File: src/rtl/kbd_fifo_if.sv
// kbd_fifo_if: producer/consumer bundle for kbd_fifo.
// master drives flush/write/read requests; slave is the FIFO returning data and flags.
interface kbd_fifo_if #(
  parameter int WIDTH      = 8,
  parameter int DEPTH_LOG2 = 5
);
  logic                  clr;
  logic                  wr_en;
  logic [WIDTH-1:0]      wr_data;
  logic                  rd_en;
  logic [WIDTH-1:0]      rd_data;
  logic                  rd_valid;
  logic                  empty;
  logic                  full;
  logic [DEPTH_LOG2:0]   count;
  logic                  overflow;

  modport master (
    output clr, wr_en, wr_data, rd_en,
    input  rd_data, rd_valid, empty, full, count, overflow
  );

  modport slave (
    input  clr, wr_en, wr_data, rd_en,
    output rd_data, rd_valid, empty, full, count, overflow
  );
endinterface

File: src/rtl/kbd_fifo.sv
// kbd_fifo: single-clock byte FIFO with count, sticky overflow and drop/overwrite policy.
// Ports: clk, rst (sync, active-high), bus (kbd_fifo_if.slave: clr, wr/rd requests, data, flags).
module kbd_fifo #(
  parameter int WIDTH      = 8,
  parameter int DEPTH_LOG2 = 5,
  parameter bit OVERWRITE  = 1'b0
) (
  input  logic         clk,
  input  logic         rst,
  kbd_fifo_if.slave    bus
);
  localparam int DEPTH = 1 << DEPTH_LOG2;
  localparam logic [DEPTH_LOG2:0] DEPTH_C = (DEPTH_LOG2+1)'(DEPTH);

  logic [WIDTH-1:0]      mem_q [DEPTH];
  logic [DEPTH_LOG2-1:0] head_q, head_d;
  logic [DEPTH_LOG2-1:0] tail_q, tail_d;
  logic [DEPTH_LOG2:0]   cnt_q, cnt_d;
  logic                  ovf_q, ovf_d;
  logic [WIDTH-1:0]      rdat_q, rdat_d;
  logic                  rval_q, rval_d;

  logic rd_ok;
  logic wr_ok;
  logic wr_mem;
  logic is_full;

  always_comb begin
    head_d  = head_q;
    tail_d  = tail_q;
    cnt_d   = cnt_q;
    ovf_d   = ovf_q;
    rdat_d  = '0;
    rval_d  = 1'b0;
    wr_mem  = 1'b0;
    is_full = (cnt_q == DEPTH_C);
    rd_ok   = bus.rd_en && (cnt_q != '0);
    // a read in the same cycle frees a slot, so a full FIFO still accepts
    wr_ok   = bus.wr_en && (!is_full || rd_ok);

    if (bus.clr) begin
      head_d = '0;
      tail_d = '0;
      cnt_d  = '0;
      ovf_d  = 1'b0;
      rd_ok  = 1'b0;
      wr_ok  = 1'b0;
    end else begin
      if (rd_ok) begin
        rval_d = 1'b1;
        rdat_d = mem_q[head_q];
        head_d = head_q + 1'b1;
      end
      if (wr_ok) begin
        wr_mem = 1'b1;
        tail_d = tail_q + 1'b1;
      end else if (bus.wr_en) begin
        ovf_d = 1'b1;
        if (OVERWRITE) begin
          // ring stays full: oldest word is pushed out by the new one
          wr_mem = 1'b1;
          tail_d = tail_q + 1'b1;
          head_d = head_q + 1'b1;
        end
      end
      unique case ({wr_ok, rd_ok})
        2'b10:   cnt_d = cnt_q + 1'b1;
        2'b01:   cnt_d = cnt_q - 1'b1;
        default: cnt_d = cnt_q;
      endcase
    end
  end

  always_ff @(posedge clk) begin
    if (rst) begin
      head_q <= '0;
      tail_q <= '0;
      cnt_q  <= '0;
      ovf_q  <= 1'b0;
      rdat_q <= '0;
      rval_q <= 1'b0;
    end else begin
      head_q <= head_d;
      tail_q <= tail_d;
      cnt_q  <= cnt_d;
      ovf_q  <= ovf_d;
      rdat_q <= rdat_d;
      rval_q <= rval_d;
    end
  end

  always_ff @(posedge clk) begin
    if (!rst && wr_mem) begin
      mem_q[tail_q] <= bus.wr_data;
    end
  end

  assign bus.rd_data  = rdat_q;
  assign bus.rd_valid = rval_q;
  assign bus.count    = cnt_q;
  assign bus.empty    = (cnt_q == '0);
  assign bus.full     = is_full;
  assign bus.overflow = ovf_q;
endmodule

File: src/flat_wrapper.sv
// flat-port wrapper written by rule: the top's interface ports become plain ports
module kbd_fifo_flat 
#(
  parameter int WIDTH      = 8,
  parameter int DEPTH_LOG2 = 5,
  parameter bit OVERWRITE  = 1'b0
)
  (clk, rst, bus_clr, bus_wr_en, bus_wr_data, bus_rd_en, bus_rd_data, bus_rd_valid, bus_empty, bus_full, bus_count, bus_overflow);
  kbd_fifo_if #(.WIDTH(WIDTH), .DEPTH_LOG2(DEPTH_LOG2)) bus_i ();
  input  logic clk;
  input  logic rst;
  input wire logic [$bits(bus_i.clr)-1:0] bus_clr;
  input wire logic [$bits(bus_i.wr_en)-1:0] bus_wr_en;
  input wire logic [$bits(bus_i.wr_data)-1:0] bus_wr_data;
  input wire logic [$bits(bus_i.rd_en)-1:0] bus_rd_en;
  output wire logic [$bits(bus_i.rd_data)-1:0] bus_rd_data;
  output wire logic [$bits(bus_i.rd_valid)-1:0] bus_rd_valid;
  output wire logic [$bits(bus_i.empty)-1:0] bus_empty;
  output wire logic [$bits(bus_i.full)-1:0] bus_full;
  output wire logic [$bits(bus_i.count)-1:0] bus_count;
  output wire logic [$bits(bus_i.overflow)-1:0] bus_overflow;
  assign bus_i.clr = bus_clr;
  assign bus_i.wr_en = bus_wr_en;
  assign bus_i.wr_data = bus_wr_data;
  assign bus_i.rd_en = bus_rd_en;
  assign bus_rd_data = bus_i.rd_data;
  assign bus_rd_valid = bus_i.rd_valid;
  assign bus_empty = bus_i.empty;
  assign bus_full = bus_i.full;
  assign bus_count = bus_i.count;
  assign bus_overflow = bus_i.overflow;
  kbd_fifo #(.WIDTH(WIDTH), .DEPTH_LOG2(DEPTH_LOG2), .OVERWRITE(OVERWRITE)) u_core (.clk(clk), .rst(rst), .bus(bus_i));
endmodule
File: config.mk
export PLATFORM = sky130hd
export DESIGN_NAME = kbd_fifo_flat
export DESIGN_NICKNAME = d
export VERILOG_FILES = /design/src/rtl/kbd_fifo_if.sv /design/src/rtl/kbd_fifo.sv /design/src/flat_wrapper.sv
export SDC_FILE = /design/constraint.sdc
export NUM_CORES = 1
export LEC_CHECK = 0
export ABC_AREA = 1
export BUFFER_PORTS_ARGS = -buffer_cell sky130_fd_sc_hd__buf_2
export CELL_PAD_IN_SITES_DETAIL_PLACEMENT = 0
export CELL_PAD_IN_SITES_GLOBAL_PLACEMENT = 1
export CORE_ASPECT_RATIO = 1.75
export CORE_MARGIN = 2
export CORE_UTILIZATION = 30
export DETAILED_ROUTE_END_ITERATION = 10
export HOLD_SLACK_MARGIN = 0.12
export PLACE_DENSITY = 0.5
export RECOVER_POWER = 100
export SYNTH_ARGS = -nofsm -noshare
export SYNTH_HDL_FRONTEND = slang
export SYNTH_SLANG_ARGS = --single-unit
File: constraint.sdc
create_clock -name clk -period 3.87 [get_ports clk]
set_input_delay 0.5805 -clock clk [delete_from_list [all_inputs] [get_ports clk]]
set_output_delay 0.5805 -clock clk [all_outputs]
set_load 0.05 [all_outputs]
==> results.toml <==
[timing]
setup_viol = 0
period_share_pct = 76.8
tightest_slew_ps = 2250
holdWs_ps = 378
min_period_ps = 2970
fmax_mhz = 337
hold_viol = 0
rsz0062_at_grt = "false"
relSlewSlack_pct = -49.7
fin_ws_ps = 899
tns_ps = 0
skew_ps = 15.2
drv_slew = 347

[pwr]
seq_power_share_pct = 52.1
peakVddDrop_uv = 314
power_leakage_nw = 4.97
power_switching_mw = 1.51
power.total_mw = 6.43
clkPwrFrac_pct = 40.7
powerDensity_nw_per_um2 = 483
comb_power_share_pct = 7.1
p_sw_share_pct = 23.4
p_int_mw = 4.92

[critical_path]
cpLargestDelayFamily = "buffers and inverters"
crit_arrival_ps = 3440
crit_path_max_incr_delay_ps = 1410
worst-setup-path-type = "flip-flop to flip-flop"
r2r_cells = 7
rr_endpoint = "u_core.bus.rd_data[4]$_SDFF_PP0_"
crit_required_ps = 4340
reg2reg_slack_ps = 900
critPathLaunchType = "flip-flop"
cp-end-kind = "flip-flop"
cp_cell_sequence = "clkbuf_2 -> o21ai_0 -> o21ai_0 -> nand2_1 -> nand3_1 -> nor2_1 -> nor2_1"
crit_slowest_cell = "clkbuf_2"
rr_startpoint = "u_core.head_q[0]$_SDFFE_PP0N_"
path_buf_inv = 1
path_max_fanout = 82

[global_route]
grt_usage_pct = 16.8
antenna_found_initial = 0
grt_overflow = 0
grt_max_degree = 83
first_global_vias = 8022
grt_pass1_wl_um = 50700

[layout]
final_nets = 1193
syn_to_final_growth_pct = 11.8
drive_gt1_share_pct = 4.71
diodes = 0

[route]
ant_nets = 0
drt-initial-drc-count = 509
via_per_inst = 4.60
first_pass_iters = 5
routedWlPerCell_um = 20.5
drc = 0
dr_total_vias = 7736
drt-total-wl_um = 34400

[placement]
portBuffers = 30
place_ws_ps = 934
gp_congestion = 0.748
hpwl_um = 21700

[synth]
synthMuxAreaShare_pct = 0
synth_fp_nets = 1165
synth_top_family_by_area = "simple AND/OR/NAND/NOR gates"
yosysUniqueCellTypes = 28
ys_warn_count = 0
synth-xor-area-share_pct = 0.294
syn_inst = 1142
synth-simple-area-share_pct = 21.7
ys_seq_area_share_pct = 69.0
synth_area_um2 = 11900
synth_compound_area_share_pct = 3.25
synth.ff_latch_count = 282
syn_avg_cell_area_um2 = 10.4
synthAdderAreaFrac_pct = 1.11

[cts]
cts_root_buf = "clkbuf_16"
post_cts_resized = 0
cts_tree = "built"
holdBufCountCts = 0
cts_sinks = 282
cts-buffers-inserted = 27
cts_buffer_depth = 3
insertion_delay_ps = 550
post_cts_buffers = 0
cts-htree-levels = 1
clk_pin_slew_ps = 70

[floorplanning]
die_w_um = 155
initial_core_util_pct = 30.4
die_h_um = 267
dieArea_um2 = 41300
core_um2 = 39200
rows = 96
io-pin-count = 31

[hold_path]
hold_depth = 3
holdPathEnd = "u_core.bus.overflow$_SDFFE_PP0P_"
hold_class = "primary input to flip-flop"
hp-start = "bus_wr_en"

[outcome]
violations = "capacitance limit, slew limit"
outcome = "finished with violations"

[run]
cap_violations = 9
[through the flow]
| step | instances | utilization (%) | cell area (um2) |
|---|---|---|---|
| floorplan | 1142 | - | 11900 |
| global route | 1680 | 34.0 | 13300 |
| detailed placement | 1631 | 32.0 | 12500 |
| finish | 1680 | 34.0 | 13300 |
| global placement | 1631 | 32.0 | 12500 |
| CTS | 1680 | 34.2 | 13400 |
[cell usage after synthesis (all sizes together)]
library cell	number	area share, %
xnor2	1	0.074
and3	1	0.053
nand4	3	0.16
edfxtp	256	65
a31oi	1	0.053
nor3b	1	0.063
buf	39	2.0
o21ai	58	2.4
clkbuf	11	0.35
a21oi	18	0.76
nand2	341	11
xor2	3	0.22
nor3	2	0.084
clkinv	2	0.063
nand3	103	4.3
dfxtp	26	4.4
inv	71	2.2
ha	9	0.95
nor2	195	6.2
fa	1	0.17
[state kept, by name, summed over array words and instances, names as in the netlist]
| name | count |
|---|---|
| u_core.mem_q | 256 |
| u_core.bus.rd_data | 8 |
| u_core.bus.overflow | 1 |
| u_core.tail_q | 5 |
| u_core.bus.rd_valid | 1 |
| u_core.bus.count | 6 |
| u_core.head_q | 5 |
[cells in the final DEF, fill, tap and decap left out, types with 2 or more instances in the layout]
cell type	Yosys	final
inv_2	5	3
inv_1	66	67
nor3_1	2	2
nand2_1	339	340
buf_4	6	8
clkbuf_1	11	42
edfxtp_1	256	256
clkinv_2	0	3
clkinv_1	2	9
a21oi_1	18	18
clkbuf_16	0	27
ha_1	9	9
o21ai_1	5	5
buf_2	23	4
nand4_1	3	3
bufinv_16	0	3
o21ai_0	53	53
nor2_1	192	194
dfxtp_1	26	25
xor2_1	3	3
nand3_1	103	103
[layer usage]
layer | up-vias | global-route usage (%) | wire (um) | share of wire, %
li1 | 3839 | - | - | -
met1 | 3726 | 18.3 | 13300 | 39
met2 | 118 | 33.2 | 19100 | 56
met3 | 53 | 1.76 | 903 | 2.6
met4 | 0 | 5.66 | 1080 | 3.1
met5 | - | 0 | 0 | 0
[worst max-delay path by stage]
stage / cells past startpoint / from / slack (ps) / endpoint
global route: 9 / u_core.head_q[0]$_SDFFE_PP0N_ / 550 / u_core.bus.rd_data[4]$_SDFF_PP0_
CTS: 6 / u_core.bus.count[0]$_SDFFE_PP0P_ / 1190 / u_core.mem_q[15][7]$_DFFE_PP_
global placement: 7 / bus_clr / 940 / u_core.mem_q[18][4]$_DFFE_PP_
floorplan: 15 / u_core.bus.count[0]$_SDFFE_PP0P_ / 1590 / u_core.bus.count[5]$_SDFFE_PP0P_
finish: 7 / u_core.head_q[0]$_SDFFE_PP0N_ / 900 / u_core.bus.rd_data[4]$_SDFF_PP0_
detailed placement: 7 / bus_clr / 930 / u_core.mem_q[2][5]$_DFFE_PP_
[cells by family after synthesis]
group	Yosys count
AND/OR/NAND/NOR	646
flip-flops	282
buffers and inverters	123
AO/OA/AOI/OAI	77
adder cells (fa/ha/maj)	10
XOR/XNOR	4
[layout make-up]
type	instances	area (um2)
clock buffers	33	698
well taps	490	613
repair buffers	49	220
multi-input cells	737	3130
flip-flops and latches	282	8210
fillers	4047	25900
clock inverters	16	159
inverters	73	277
[worst reg2reg max path: stages, from the launching register on]
cell and delay, ps:
dfxtp_1 460, clkbuf_2 1410, o21ai_0 270, o21ai_0 330, nand2_1 80, nand3_1 120, nor2_1 50, nor2_1 160
[power groups by stage]
| stage | Clock [mW] | Combinational (mW) | Sequential (mW) |
|---|---|---|---|
| 2_1_floorplan | 0 | 0.268 | 3.44 |
| 3_3_place_gp | 0 | 0.484 | 3.41 |
| 3_5_place_dp | 0 | 0.480 | 3.41 |
| 4_1_cts | 2.70 | 0.482 | 3.35 |
| 5_1_grt | 2.80 | 0.514 | 3.35 |
| 6_report | 2.62 | 0.458 | 3.35 |
No activity file was read; power rests on OpenSTA's default activity.
